## config.mk

```make
export PLATFORM = sky130hd
export DESIGN_NAME = timeout_timer
export DESIGN_NICKNAME = d
export VERILOG_FILES = /design/src/rtl/timeout_timer_pkg.sv /design/src/rtl/timeout_timer.sv
export SDC_FILE = /design/constraint.sdc
export NUM_CORES = 1
export LEC_CHECK = 0
export CORE_AREA = 3 3 40 42
export DETAILED_ROUTE_END_ITERATION = 7
export DIE_AREA = 0 0 43 45
export HOLD_SLACK_MARGIN = 0.05
export PLACE_DENSITY = 0.64
export SETUP_SLACK_MARGIN = 0.15
export SYNTH_ARGS = -nofsm -noshare
export SYNTH_HDL_FRONTEND = slang
export SYNTH_SLANG_ARGS = --single-unit
```

## constraint.sdc

```tcl
create_clock -name clk -period 1.65 [get_ports clk]
set_input_delay 0.4125 -clock clk [delete_from_list [all_inputs] [get_ports clk]]
set_output_delay 0.4125 -clock clk [all_outputs]
set_load 0.01 [all_outputs]
```

## src/rtl/timeout_timer_pkg.sv

```systemverilog
// Shared definitions for the enable-gated timeout timer and its users
// in the Ethernet receive path.
package timeout_timer_pkg;

  typedef enum logic {
    IDLE = 1'b0,
    RUN  = 1'b1
  } timer_state_t;

  localparam int TIMER_WIDTH_DEFAULT = 10;

  // Protocol-field wait used by the MAC receiver after an address match.
  localparam int RX_PROTO_TIMEOUT_TC = (2 ** TIMER_WIDTH_DEFAULT) - 1;

endpackage

```

## src/rtl/timeout_timer.sv

```systemverilog
// Auto-reloading timeout counter with a registered one-cycle expiry pulse.
// Define TIMEOUT_TIMER_STATUS_EN to expose count_out and running.
module timeout_timer
  import timeout_timer_pkg::*;
#(
  parameter int TIMER_WIDTH    = TIMER_WIDTH_DEFAULT,
  parameter int TERMINAL_COUNT = (2 ** TIMER_WIDTH) - 1
) (
  input  logic                   clk,
  input  logic                   reset,
  input  logic                   enable,
  output logic                   timer_out
`ifdef TIMEOUT_TIMER_STATUS_EN
  ,
  output logic [TIMER_WIDTH-1:0] count_out,
  output logic                   running
`endif
);

  generate
    if (TERMINAL_COUNT < 1 || TERMINAL_COUNT > (2 ** TIMER_WIDTH) - 1) begin : g_bad_terminal
      $error("timeout_timer: TERMINAL_COUNT out of range 1..2**TIMER_WIDTH-1");
    end
  endgenerate

  localparam logic [TIMER_WIDTH-1:0] TC  = TIMER_WIDTH'(TERMINAL_COUNT);
  localparam logic [TIMER_WIDTH-1:0] ONE = {{(TIMER_WIDTH-1){1'b0}}, 1'b1};

  timer_state_t           state, state_next;
  logic [TIMER_WIDTH-1:0] cnt, cnt_next;
  logic                   timer_out_next;

  always_ff @(posedge clk) begin
    if (reset) begin
      state     <= IDLE;
      cnt       <= '0;
      timer_out <= 1'b0;
    end else begin
      state     <= state_next;
      cnt       <= cnt_next;
      timer_out <= timer_out_next;
    end
  end

  // Expiry is an event inside RUN: wrap to zero and pulse, no extra state.
  always_comb begin
    state_next     = state;
    cnt_next       = '0;
    timer_out_next = 1'b0;

    case (state)
      IDLE:    if (enable)  state_next = RUN;
      RUN:     if (!enable) state_next = IDLE;
      default: state_next = IDLE;
    endcase

    if (enable) begin
      if (cnt == TC) begin
        timer_out_next = 1'b1;
      end else begin
        cnt_next = cnt + ONE;
      end
    end
  end

`ifdef TIMEOUT_TIMER_STATUS_EN
  assign count_out = cnt;
  assign running   = (state == RUN);
`endif

endmodule

```

==> out/metrics.yaml, run 1 <==
status:
  status: "complete, no violations"
pwr:
  switching_power_mw: 0.102
  p_sw_frac: 0.215
  power_density_mw_per_mm2: 834
  p_leak_nw: 0.181
  p_seq_frac: 0.570
  p_int_mw: 0.372
  max-vdd-ir-drop_mv: 0.482
  combPwrFrac: 0.041
  clockPowerShare: 0.389
place:
  dp_hpwl_um: 704
  port_buffers: 3
  dpl.cell_count: 74
  post_dp_cell_area_um2: 543
  gp_congestion: 0.786
clock_tree:
  cts_buffer_depth: 2
  ctsHoldBuffers: 0
  cts_tree: "built"
  clkSlewWorstSetupHoldPaths_ns: 0.07
  numClockSinks: 11
  htreeDepth: 1
  cts_inserted_buffers: 3
  insertion_delay_ns: 0.27
  clockRootBuffer: "clkbuf_4"
yosys:
  synth_top_area_share: 0.460
  syn-num-nets: 58
  synthFlopType: "dfxtp_1"
  yosysTopAreaCell: "dfxtp_1"
  synth-edff-count: 0
  synth-seq-cells: 11
  syn_avg_cell_area_um2: 8.87
  yosysWarnings: 0
  yosysSeqAreaShare: 0.460
  synth_cell_type_count: 22
  synthArstFlopShare: 0
  synth_area_leaders: "dfxtp_1 46%, nand3_1 5.2%, a21oi_1 4.2%"
  synthCells: 54
  syn_area_um2: 479
critical_path:
  critPathLaunch: "cnt[9]"
  cp_max_fo: 5
  worstReg2RegEnd: "cnt[9]"
  crit_chain: "or3b_1, or4_1, o211ai_1"
  critPathRequiredTime_ns: 1.85
  rr_startpoint: "cnt[9]"
  cpPeakStageDelay_ns: 0.52
  critPathLaunchType: "flop"
  reg2reg_slack_ns: 0.25
  end_kind: "flop"
  ff2ff_path_depth: 3
  cp_top_family: "simple AND/OR/NAND/NOR gates"
  critPathArrivalTime_ns: 1.60
  slowest_stage: "or4_1"
  critPathBufInv: 0
  crit_type: "reg -> reg"
timing:
  fmaxAchievable_mhz: 714
  tightest_slew_ns: 0.258
  min_period_ns: 1.40
  fin_crit_sh: 0.849
  drv_slew: 0
  slew-limit-headroom: 0.827
  finalSetupViolCount: 0
  final_hold_viol_count: 0
  fin_skew_ns: 0.00635
  grt_setup_unrepaired: "false"
worst_hold_path:
  hp-start: "cnt[0]"
  worstHoldPathType: "reg -> reg"
  hold-path-endpoint: "cnt[0]"
  hold_depth: 1
routing:
  routedWlPerCell_um: 12.2
  routed_wl_um: 949
  route.antenna.remaining_nets: 0
  dr.pass1.iters: 2
  drt-initial-drc-count: 5
  drc: 0
  routed_via_density: 5.40
  num_vias: 421
global_routing:
  antenna_found_initial: 0
  grt_pass1_wl_mm: 1.55
  grt.overflow.total: 0
  grt_pass1_vias: 381
  grt_max_degree: 9
  grt_usage: 0.118
floorplan:
  die_area_mm2: 0.00194
  row_count: 13
  start_util: 0.373
  die_x_um: 43
  pin_count: 4
  die_h_um: 45
  coreArea_mm2: 0.00128
layout:
  drive_gt1_frac: 0.127
  fin_cells: 78
  fill_cells: 138
  area_delta_synth_final_pct: 18.5
  final_cell_mix: "11 x dfxtp_1, 5 x nand3_1, 5 x nor2_1"
  layout_commonest_cell: "dfxtp_1"
  num_antenna_cells: 0
  postLayoutCellArea_um2: 568
  nets: 68
flow_run:
  drv_cap: 0
[worst register-to-register path, stage by stage (launching register included)]
cell      delay, ns
dfxtp_1        0.35
or3b_1         0.37
or4_1          0.52
o211ai_1       0.09
[synth_stat cells (2+ instances only)]
cell and number:
o31ai_1 2, nand2_1 4, or4_1 2, nand3_1 5
a21oi_1 4, nand4_1 2, xor2_1 2, o21ai_0 2
o211ai_1 2, or3_1 3, dfxtp_1 11, nor2_1 5
[power by group through the flow]
| stage | Combinational, mW | Clock (mW) | Sequential [mW] |
|---|---|---|---|
| after floorplan | 0.00928 | 0 | 0.276 |
| after global placement | 0.0202 | 0 | 0.276 |
| after detailed placement | 0.0209 | 0 | 0.276 |
| after CTS | 0.0192 | 0.195 | 0.270 |
| after global routing | 0.0211 | 0.204 | 0.270 |
| final | 0.0194 | 0.184 | 0.270 |
[state kept, by name, indices dropped and copies added, names as in the netlist]
register / flops
cnt: 10
timer_out: 1
[layer usage]
layer	wire, um	track usage	share of wire	vias to the layer above
met2	410	0.180	0.43	5
met3	44	0.0717	0.046	5
met5	0	0	0	-
li1	-	-	-	218
met4	29	0.0904	0.031	0
met1	464	0.117	0.49	193
[per-stage QoR]
step	worst slack (ns)	util	hold WS (ns)	total power [mW]	TNS, ns
after floorplan	0.314	-	0.429	0.285	0
after global placement	-0.113	0.423	0.446	0.296	-0.113
after detailed placement	-0.151	0.423	0.451	0.297	-0.151
after CTS	0.208	0.440	0.469	0.483	0
after global routing	0.183	0.442	0.494	0.495	0
final	0.249	0.442	0.462	0.474	0
[logic make-up after synthesis]
kind of cell / count (synthesis) / share of synthesized area
XOR/XNOR: 3 / 0.0548
AO/OA/AOI/OAI: 11 / 0.138
AND/OR/NAND/NOR: 27 / 0.313
buffers and inverters: 1 / 0.00783
adder cells (fa/ha/maj): 1 / 0.0261
flip-flops: 11 / 0.460
[worst max path at each step]
stage / to / cells after the start
global placement: cnt[9] / 4
finish: cnt[9] / 3
global route: cnt[8] / 4
CTS: cnt[8] / 4
detailed placement: cnt[9] / 4
floorplan: cnt[8] / 4
[layout make-up]
type                       instances  area [um^2]  area share
tap                               15         18.8      0.0330
clock buffer                       4         26.3      0.0463
inverter                           1         3.75     0.00661
sequential                        11          220       0.388
multi-input combinational         42          258       0.454
timing repair buffer               5         41.3      0.0727
[repair_timing]
item	in CTS	in global routing
gates cloned	0	0
setup endpoints to repair	2	1
buffers inserted	0	0
pin swaps	2	0
resized for setup	3	1
No activity file was read; power rests on OpenSTA's default activity.
==> run 2: changes to the inputs <==
- clock period: 1.65 -> 1.4 ns (I/O delays scaled with it)
==> run 2 against run 1 <==
Total power increased by 20%. Routed wire length grew 26%. First-iteration DRC count grew to 2.6 times the previous value. Worst hold slack improved by 0.060 ns. Clock-buffer cell count did not move. Register-to-register slack worse by 0.15 ns. Largest cell class unchanged. Clock power rose by 17%.
==> out/metrics.yaml, run 2 (synthesis gave the netlist of run 1 again) <==
pwr:
  p_int_mw: 0.443  # +19%
  power_density_mw_per_mm2: 763  # -8.5%
  max-vdd-ir-drop_mv: 0.493  # +2.3%
  switching_power_mw: 0.124  # +22%
  p_seq_frac: 0.557  # -0.013
  p_sw_frac: 0.219  # +0.00340
  combPwrFrac: 0.062  # +0.021
  clockPowerShare: 0.381  # -0.008
  p_total_mw: 0.567  # +20%
  p_leak_nw: 0.264  # +46%
timing:
  slew-limit-headroom: 0.801  # -0.0261
  final_hold_viol_count: 0  # unchanged
  tns_ns: 0  # unchanged
  drv_slew: 0  # unchanged
  fin_crit_sh: 0.929  # +0.0797
  fin_skew_ns: 0.00325  # -0.00310 ns
  tightest_slew_ns: 0.298  # +0.0399 ns
  grt_setup_unrepaired: "true"
  fmaxAchievable_mhz: 769  # +7.7%
  min_period_ns: 1.30  # -0.101 ns
  fin_ws_ns: 0.0995  # -0.149 ns
  finalSetupViolCount: 0  # unchanged
clock_tree:
  htreeDepth: 1  # unchanged
  numClockSinks: 11  # unchanged
  clkSlewWorstSetupHoldPaths_ns: 0.07  # about the same
  insertion_delay_ns: 0.27  # about the same
  clockRootBuffer: "clkbuf_4"
  cts_inserted_buffers: 3  # unchanged
  cts_buffer_depth: 2  # unchanged
  cts_tree: "built"
place:
  dp_hpwl_um: 762  # +8.3%
  dpl.cell_count: 83  # +12%
  gp_congestion: 0.735  # -6.4%
  port_buffers: 3  # unchanged
  dp_slack_ns: -0.364  # -0.213 ns
routing:
  dr.pass1.iters: 4  # +2
  drt-initial-drc-count: 13  # +8
  route.antenna.remaining_nets: 0  # unchanged
  routed_via_density: 5.43  # +0.55%
  drc: 0  # unchanged
  routedWlPerCell_um: 13.4  # +10%
  num_vias: 483  # +15%
  routed_wl_mm: 1.19  # +26%
layout:
  fill_cells: 122  # -12%
  final_cell_mix: "11 x buf_4, 6 x dfxtp_2, 5 x nor2_1"
  fin_cells: 89  # +14%
  top_regs: "cnt x10, timer_out x1"
  seqCellArea_um2: 235  # +6.8%
  num_antenna_cells: 0  # unchanged
  top_register: "cnt"
  layout_commonest_cell: "buf_4"
  largest_register_ffs: 10  # unchanged
  drive_gt1_frac: 0.459  # +0.332
  multi_input_comb_area_um2: 328  # +27%
  nets: 79  # +16%
  area_delta_synth_final_pct: 55.1
  final_util: 0.578  # +0.136
floorplan:
  die_h_um: 45  # unchanged
  start_util: 0.373  # unchanged
  pin_count: 4  # unchanged
  row_count: 13  # unchanged
  die_x_um: 43  # unchanged
  coreArea_mm2: 0.00128  # unchanged
  die_area_mm2: 0.00194  # unchanged
critical_path:
  critPathRequiredTime_ns: 1.59  # -0.26 ns
  cp_max_fo: 5  # unchanged
  crit_type: "reg -> reg"
  critPathArrivalTime_ns: 1.49  # -0.11 ns
  end_kind: "flop"
  critPathLaunchType: "flop"
global_routing:
  grt_pass1_vias: 483  # +27%
  grt_pass1_wl_mm: 1.89  # +22%
  grt_usage: 0.138  # +0.0201
  antenna_found_initial: 0  # unchanged
  grt_max_degree: 8  # -1
  grt.overflow.total: 0  # unchanged
worst_hold_path:
  worstHoldPathType: "reg -> reg"
status:
  status: "complete, no violations"
flow_run:
  drv_cap: 0  # unchanged
run 2: cell types whose count changed in the layout (fill, tap and decap cells not counted), sizes merged:
cell / before / now
buf: 2 / 13
run 2: layout make-up:
| class | instances | share of cell area |
|---|---|---|
| clock buffer | 4 | 0.0354 |
| sequential | 11 | 0.316 |
| multi-input combinational | 42 | 0.441 |
| inverter | 1 | 0.00505 |
| timing repair buffer | 16 | 0.177 |
| tap | 15 | 0.0253 |
run 2: metal layers:
layer | up-vias | routed length [um] | track usage
li1 | 239 | - | -
met1 | 232 | 469 | 0.139
met2 | 10 | 656 | 0.234
met3 | 2 | 51 | 0.0598
met4 | 0 | 15 | 0.0904
met5 | - | 0 | 0
run 2: worst paths after layout:
kind	start	to	slack, ns	cells past startpoint
worst min register to register	cnt[8]	cnt[8]	0.52	2
worst max register to register	cnt[9]	cnt[9]	0.1	3
worst max-delay path	cnt[9]	cnt[9]	0.1	3
worst min-delay path	cnt[8]	cnt[8]	0.52	2
run 2: metrics by stage:
stage                     hold WS, ns  area (um^2)
final                           0.523          743
after global routing            0.554          743
after CTS                       0.507          662
after detailed placement        0.495          626
after global placement          0.478          626
after floorplan                 0.432          494
run 2: critical path: stages (launching register included):
cell and delay [ns]:
dfxtp_4 0.36, or3b_1 0.35, or4_1 0.41, o211ai_1 0.10
run 2: power by group through the flow:
stage / Clock [mW] / Sequential, mW / Combinational, mW
3_3_place_gp: 0 / 0.326 / 0.0319
2_1_floorplan: 0 / 0.327 / 0.0117
6_report: 0.216 / 0.316 / 0.0351
5_1_grt: 0.241 / 0.316 / 0.0401
3_5_place_dp: 0 / 0.326 / 0.0337
4_1_cts: 0.230 / 0.319 / 0.0342
run 2: repair_timing:
item,in CTS,in global routing
gates resized for setup,5,19
pin swaps,3,8
buffers inserted,0,2
gates cloned,0,0
endpoints found under the hold margin,0,0
endpoints found under the setup margin,8,6
hold buffers,0,0
